File: src/rtl/rhd_spi_master.sv
// SPI master that streams CONVERT(k) commands to an RHD amplifier and returns DDR-sampled results.
// Define RHD_SPI_MASTER_FIFO_EN to place a 4-entry result FIFO in front of the handshake.
module rhd_spi_master #(
    parameter int unsigned HALF_SCLK = 4,
    parameter int unsigned CS_GAP    = 8,
    parameter int unsigned NUM_CH    = 32
) (
    input  logic        clk,
    input  logic        rstn,
    input  logic        enable,
    input  logic        MISO,
    output logic        CS,
    output logic        SCLK,
    output logic        MOSI,
    output logic [15:0] data_a,
    output logic [15:0] data_b,
    output logic [5:0]  data_ch,
    output logic        data_valid,
    input  logic        data_ready,
    output logic        overflow
);

    localparam logic [7:0] HalfLast = 8'(HALF_SCLK - 1);
    localparam logic [7:0] GapLast  = 8'(CS_GAP - 1);
    localparam logic [5:0] ChLast   = 6'(NUM_CH - 1);

    typedef enum logic [2:0] {StIdle, StSetup, StShift, StHold, StGap} state_e;

    state_e      state_q, state_d;
    logic [7:0]  cnt_q, cnt_d;
    logic        sclk_q, sclk_d;
    logic [3:0]  bit_q, bit_d;
    logic [15:0] mosi_sr_q, mosi_sr_d;
    logic [14:0] sr_a_q, sr_a_d;
    logic [15:0] sr_b_q, sr_b_d;
    logic [5:0]  k_q, k_d;
    logic [1:0]  discard_q, discard_d;

    logic        push;
    logic [5:0]  res_ch;
    logic [37:0] push_data;

    function automatic logic [15:0] convert_cmd(input logic [5:0] k);
        return {2'b00, k, 8'h00};
    endfunction

    // The device pipeline is two frames deep, so this frame returns channel k-2.
    always_comb begin
        res_ch = (k_q >= 6'd2) ? k_q - 6'd2 : 6'(32'(k_q) + NUM_CH - 32'd2);
    end

    assign push_data = {res_ch, sr_a_q, MISO, sr_b_q};

    always_comb begin
        state_d   = state_q;
        cnt_d     = cnt_q + 8'd1;
        sclk_d    = sclk_q;
        bit_d     = bit_q;
        mosi_sr_d = mosi_sr_q;
        sr_a_d    = sr_a_q;
        sr_b_d    = sr_b_q;
        k_d       = k_q;
        discard_d = discard_q;
        push      = 1'b0;
        unique case (state_q)
            StIdle: begin
                cnt_d = 8'd0;
                if (enable) begin
                    state_d   = StSetup;
                    mosi_sr_d = convert_cmd(k_q);
                    discard_d = 2'd2;
                end
            end
            StSetup: begin
                if (cnt_q == HalfLast) begin
                    state_d = StShift;
                    cnt_d   = 8'd0;
                    sclk_d  = 1'b0;
                    bit_d   = 4'd0;
                end
            end
            StShift: begin
                if (cnt_q == HalfLast) begin
                    cnt_d = 8'd0;
                    if (!sclk_q) begin
                        sclk_d = 1'b1;
                        // Low halves after a rising edge carry data_a; period 0 has none.
                        if (bit_q != 4'd0) sr_a_d = {sr_a_q[13:0], MISO};
                    end else begin
                        sclk_d = 1'b0;
                        sr_b_d = {sr_b_q[14:0], MISO};
                        if (bit_q == 4'd15) begin
                            state_d = StHold;
                        end else begin
                            bit_d     = bit_q + 4'd1;
                            mosi_sr_d = {mosi_sr_q[14:0], 1'b0};
                        end
                    end
                end
            end
            StHold: begin
                if (cnt_q == HalfLast) begin
                    state_d = StGap;
                    cnt_d   = 8'd0;
                    k_d     = (k_q == ChLast) ? 6'd0 : k_q + 6'd1;
                    if (discard_q != 2'd0) discard_d = discard_q - 2'd1;
                    else push = 1'b1;
                end
            end
            StGap: begin
                if (cnt_q == GapLast) begin
                    cnt_d = 8'd0;
                    if (enable) begin
                        state_d   = StSetup;
                        mosi_sr_d = convert_cmd(k_q);
                    end else begin
                        state_d = StIdle;
                    end
                end
            end
            default: state_d = StIdle;
        endcase
    end

    always_ff @(posedge clk) begin
        if (!rstn) begin
            state_q   <= StIdle;
            cnt_q     <= 8'd0;
            sclk_q    <= 1'b0;
            bit_q     <= 4'd0;
            mosi_sr_q <= 16'd0;
            sr_a_q    <= 15'd0;
            sr_b_q    <= 16'd0;
            k_q       <= 6'd0;
            discard_q <= 2'd2;
        end else begin
            state_q   <= state_d;
            cnt_q     <= cnt_d;
            sclk_q    <= sclk_d;
            bit_q     <= bit_d;
            mosi_sr_q <= mosi_sr_d;
            sr_a_q    <= sr_a_d;
            sr_b_q    <= sr_b_d;
            k_q       <= k_d;
            discard_q <= discard_d;
        end
    end

    assign CS   = (state_q == StIdle) || (state_q == StGap);
    assign SCLK = (state_q == StShift) && sclk_q;
    assign MOSI = mosi_sr_q[15];

`ifdef RHD_SPI_MASTER_FIFO_EN
    logic [37:0] fifo_q [4];
    logic [1:0]  wr_ptr_q, rd_ptr_q;
    logic [2:0]  count_q;
    logic        ovf_q;
    logic        do_pop, do_push;

    assign do_pop  = (count_q != 3'd0) && data_ready;
    assign do_push = push && ((count_q != 3'd4) || do_pop);

    always_ff @(posedge clk) begin
        if (!rstn) begin
            for (int i = 0; i < 4; i++) fifo_q[i] <= '0;
            wr_ptr_q <= 2'd0;
            rd_ptr_q <= 2'd0;
            count_q  <= 3'd0;
            ovf_q    <= 1'b0;
        end else begin
            if (do_push) begin
                fifo_q[wr_ptr_q] <= push_data;
                wr_ptr_q         <= wr_ptr_q + 2'd1;
            end
            if (do_pop) rd_ptr_q <= rd_ptr_q + 2'd1;
            count_q <= count_q + 3'(do_push) - 3'(do_pop);
            if (push && !do_push) ovf_q <= 1'b1;
        end
    end

    assign {data_ch, data_a, data_b} = fifo_q[rd_ptr_q];
    assign data_valid = (count_q != 3'd0);
    assign overflow   = ovf_q;
`else
    logic [37:0] out_q;
    logic        out_valid_q;
    logic        ovf_q;

    // A result arriving on a transfer clk replaces the departing one.
    always_ff @(posedge clk) begin
        if (!rstn) begin
            out_q       <= '0;
            out_valid_q <= 1'b0;
            ovf_q       <= 1'b0;
        end else begin
            if (push && (!out_valid_q || data_ready)) begin
                out_q       <= push_data;
                out_valid_q <= 1'b1;
            end else if (data_ready) begin
                out_valid_q <= 1'b0;
            end
            if (push && out_valid_q && !data_ready) ovf_q <= 1'b1;
        end
    end

    assign {data_ch, data_a, data_b} = out_q;
    assign data_valid = out_valid_q;
    assign overflow   = ovf_q;
`endif

endmodule
File: config.mk
export PLATFORM = sky130hd
export DESIGN_NAME = rhd_spi_master
export DESIGN_NICKNAME = d
export VERILOG_FILES = /design/src/rtl/rhd_spi_master.sv
export SDC_FILE = /design/constraint.sdc
export NUM_CORES = 1
export LEC_CHECK = 0
export CAP_MARGIN = 25
export CORE_MARGIN = 2
export CORE_UTILIZATION = 25
export CTS_CLUSTER_DIAMETER = 100
export CTS_CLUSTER_SIZE = 10
export DETAILED_ROUTE_END_ITERATION = 16
export PLACE_DENSITY = 0.44
export SYNTH_ARGS = -nofsm -noshare
export SYNTH_HDL_FRONTEND = slang
export SYNTH_SLANG_ARGS = --single-unit
File: constraint.sdc
create_clock -name clk -period 3.6 [get_ports clk]
set_input_delay 0.72 -clock clk [delete_from_list [all_inputs] [get_ports clk]]
set_output_delay 0.72 -clock clk [all_outputs]
set_load 0.1 [all_outputs]
# --- Word-level counts from Yosys, hierarchy flattened ---
# Index checks and enable logic that the tools add are counted.
word_totals:
  register_bits: 111
  inputBits: 5
  output_inout_bits: 43
  elab_cells: 100
classes:
  addsub: 7
  magnitude_cmp: 1
  eq_ne: 17
  n_mux: 38
  bitwise: 1
  n_reduce_logical: 24
ops:
  columns: ["op", "n"]
  rows:
  - ["16-bit 2-to-1 mux", 5]
  - ["16-bit one-hot mux with 3 select lines", 1]
  - ["8-bit one-hot mux with 3 select lines", 1]
  - ["3-bit 2-to-1 mux", 7]
  - ["2-bit inequality test, second input constant", 9]
  - ["4-bit 2-to-1 mux", 4]
  - ["8-bit 2-to-1 mux", 2]
  - ["3-bit one-hot mux with 5 select lines", 1]
  - ["6-bit 2-to-1 mux", 2]
  - ["6-bit by 2-bit subtractor with 6-bit output, second input constant", 2]
  - ["5-bit AND reduction", 2]
  - ["1-bit 2-to-1 mux", 9]
  - ["8-bit by 1-bit adder with 8-bit output, second input constant", 1]
  - ["8-bit by 2-bit equality test with 1-bit output, second input constant", 1]
  - ["8-bit by 3-bit equality test with 1-bit output, second input constant", 1]
  - ["4-bit one-hot mux with 2 select lines", 1]
  - ["4-bit AND reduction", 2]
  - ["2-bit nonzero test", 4]
  - ["7-bit AND reduction", 1]
  - ["6-bit by 1-bit adder with 6-bit output, second input constant", 1]
  - ["6-bit adder, second input constant", 1]
  - ["3-bit by 2-bit equality test with 1-bit output, second input constant", 2]
  - ["6-bit by 5-bit equality test with 1-bit output, second input constant", 1]
  - ["6-bit by 2-bit >= comparator with 1-bit output, second input constant", 1]
  - ["other kinds (18)", 26]

# --- Longest topological paths before layout ---
depth:
  word_depth: 6
  mapped_depth: 8

# --- Worst setup path before layout ---
# No wires, ideal clock.
synth_path:
  path_kind: "register to output"
  startpoint: "register state_q[0]"
  endpoint: "output SCLK"
  arrival_ns: 2.196
  path_slack_ns: 0.684
  stages_incl_launch_ff: 5
  path_buffers: 2
  path_cell_list: "dfxtp_1 clkbuf_2 or3b_1 buf_2 nor2_1"
synth_between:
  elab_chain_cells: 2
synth_rtl:
  columns: ["element", "line", "source"]
  rows:
  - ["start, declared", "29", "state_e state_q, state_d;"]
  - ["start signal, assigned", "127", "state_q <= StIdle;"]
  - ["start signal, assigned", "137", "state_q <= state_d;"]
  - ["3-bit by 2-bit equality test with 1-bit output", "150", "assign SCLK = (state_q == StShift) && sclk_q;"]
  - ["1-bit logical AND", "150", null]
  - ["end, declared", "13", "output logic SCLK,"]
# Every way passes these cells.

# --- Worst setup path after layout ---
layout_path:
  startpoint: "register state_q[1]"
  endpoint: "output SCLK"
# Same word-level chain as after synthesis.

==> metrics.cfg <==
[timing]
hold_viol = 0
fin_skew_ps = 11.2
rsz0062_at_grt = no
slew_headroom_pct = 32.9
period_share_pct = 72.7
drv_slew = 0
tightest_slew_ps = 1000
fin_hold_ws_ps = 454
fmax_mhz = 382
tns_ps = 0
fin_crit_ps = 2620
final-setup-viol-count = 0

[worst_setup_path]
ff2ff_path_depth = 6
worstPathRequired_ps = 2880
path_buf_inv = 1
r2r_start = cnt_q[0]
r2r_slack_ps = 1110
crit_fanout = 10
endpoint_kind = primary output
cp-start-kind = register
cp_slowest_cell = or3b_1
cpLargestDelayFamily = simple AND/OR/NAND/NOR gates
crit_arrival_ps = 1900
cp_cell_sequence = or3b_1, nor2_1, buf_4
r2r_end = sr_b_q[1]
crit_path_max_incr_delay_ps = 530
critPathKind = register to primary output

[drt]
via_per_inst = 4.90
drt_wl_total_um = 11200
vias = 3877
drtIter0Drc = 218
wl_per_cell_um = 14.2
drcViolationCount = 0
postRouteAntennaNets = 0
firstDrtPassIters = 4

[pwr]
vdd.ir_drop.worst_uv = 378
swShare_pct = 28.9
netSwitchingPower_uw = 765
fin_total_pwr_uw = 2640
p_comb_share_pct = 16.9
pwr_density_cell_nw_per_um2 = 486
leakage_uw = 0.00178
pwr-share-clk_pct = 37.8
intPower_uw = 1880
seq_power_share_pct = 45.3

[yosys]
synth-edff-count = 0
synth.distinct_cells = 53
synth_fp_nets = 550
synth_xor_area_share_pct = 1.94
synth_compound_area_share_pct = 18.7
synth_area_leaders = dfxtp_1 46%, a21oi_1 8.4%, nand3_1 7.1%
yosysSeqAreaShare_pct = 45.8
synth_top_area_cell = dfxtp_1
synth-simple-area-share_pct = 22.0
netlist_area_um2 = 4510
synthCells = 537
synth_mux_area_share_pct = 3.47
synth_top_cell_area_share_pct = 45.8
synth_common_cells = 103 x dfxtp_1, 76 x a21oi_1, 64 x nand3_1
synth_top_family_by_area = simple AND/OR/NAND/NOR gates
ys.flop_type = dfxtp_1
async_flop_share_pct = 0
synth_most_common_cell = dfxtp_1
yosys_warnings = 0
avgSynthCellArea_um2 = 8.39
yosys_register_bits = 103
synth_adder_area_share_pct = 2.22

[floorplanning]
start_util_pct = 25.3
core-area_um2 = 17800
ios = 48
die-area_um2 = 19100
fp.dieH_um = 138
die_x_um = 138
rows = 49

[min_path]
min_to = sr_b_q[15]
holdPathStages = 2
hp-class = register to register
min_from = sr_b_q[15]

[cts]
post_cts_buffers = 0
clk_pin_slew_worst_paths_ps = 70
cts_tree = yes
holdBufCountCts = 0
cts_buffer_depth = 2
clk_latency_ps = 350
cts_htree_levels = 3
clock-sinks = 103
ctsResizeCount = 0
cts_buffers = 9
root_buffer = clkbuf_16

[cells_and_area]
area_delta_synth_final_pct = 20.7
diodes = 0
nets = 572
final_layout_size_suffix_gt1_share_pct = 7.82

[global_routing]
grt_max_degree = 74
antenna_found_initial = 0
grt_pass1_wl_um = 18600
grt_util_all_layers_pct = 11.8
grt_overflow = 0
grt_pass1_vias = 3610

[placement]
port_buffers = 47
place_congestion = 0.748
dp_hpwl_um = 7520

[run]
drv_cap = 0

[outcome]
status = finished clean

[worst reg2reg max path: stages, from the launching register on]
cell and delay [ps]:
dfxtp_1 380, ha_1 280, nor4b_4 500, buf_4 250
nand4_1 600, nand2_1 280, a21oi_1 80
[kinds of logic after synthesis]
family / Yosys count
AO/OA/AOI/OAI: 154
multiplexers: 15
flip-flops: 103
XOR/XNOR: 10
adder cells (fa/ha/maj): 8
buffers and inverters: 62
AND/OR/NAND/NOR: 185
[layout make-up]
cell class | count | area, um^2
fillers | 1872 | 12400
multi-input cells | 372 | 2180
clock inverters | 4 | 52.6
inverters | 16 | 60.1
repair buffers | 57 | 561
well taps | 229 | 287
flip-flops and latches | 103 | 2060
clock buffers | 11 | 243
[cell usage in the layout, fill, tap and decap left out, drive strengths merged, types with 5 or more instances in the layout]
cell type / count
a21oi: 76
and3: 5
buf: 12
clkbuf: 11
clkdlybuf4s50: 45
dfxtp: 103
ha: 8
inv: 17
mux2: 5
mux2i: 10
nand2: 57
nand3: 65
nand4: 6
nor2: 16
nor3: 6
o21ai: 58
xor2: 7
[how the worst max path moves through the flow]
stage | from | end | cells past startpoint
final | state_q[1] | SCLK | 3
after global routing | cnt_q[0] | sr_b_q[12] | 6
after CTS | state_q[1] | SCLK | 3
after detailed placement | cnt_q[0] | sr_b_q[12] | 6
after global placement | data_ready | out_q[37] | 5
after floorplan | state_q[0] | SCLK | 4
[metal layers]
metal  part of all wire [%]  global-route usage (%)  up-vias
li1                       -                       -     1950
met1                     48                    15.3     1850
met2                     47                    19.5       70
met3                    3.6                    3.22        7
met4                   0.87                    2.85        0
met5                      0                       0        -
[per-stage QoR]
stage	instance area [um^2]	setup WS (ps)	instances	utilization [%]
final	5440	983	792	30.5
after global routing	5440	872	792	30.5
after CTS	5440	982	792	30.5
after detailed placement	5140	1080	777	28.8
after global placement	5130	871	776	28.8
after floorplan	4510	684	537	-
[state kept, by name, indices dropped and copies added, names as in the netlist, 2 cells and up]
name       flops
sr_a_q        15
sr_b_q        16
state_q        3
bit_q          4
mosi_sr_q      8
cnt_q          8
out_q         38
discard_q      2
k_q            6
[power groups by stage]
stage / sequential [uW] / combinational [uW] / clock, uW
floorplan: 1200 / 380 / 0
finish: 1200 / 445 / 999
detailed placement: 1220 / 441 / 0
global placement: 1220 / 432 / 0
global route: 1200 / 482 / 1080
CTS: 1190 / 443 / 1040
Power figures use the tool's default switching activity.
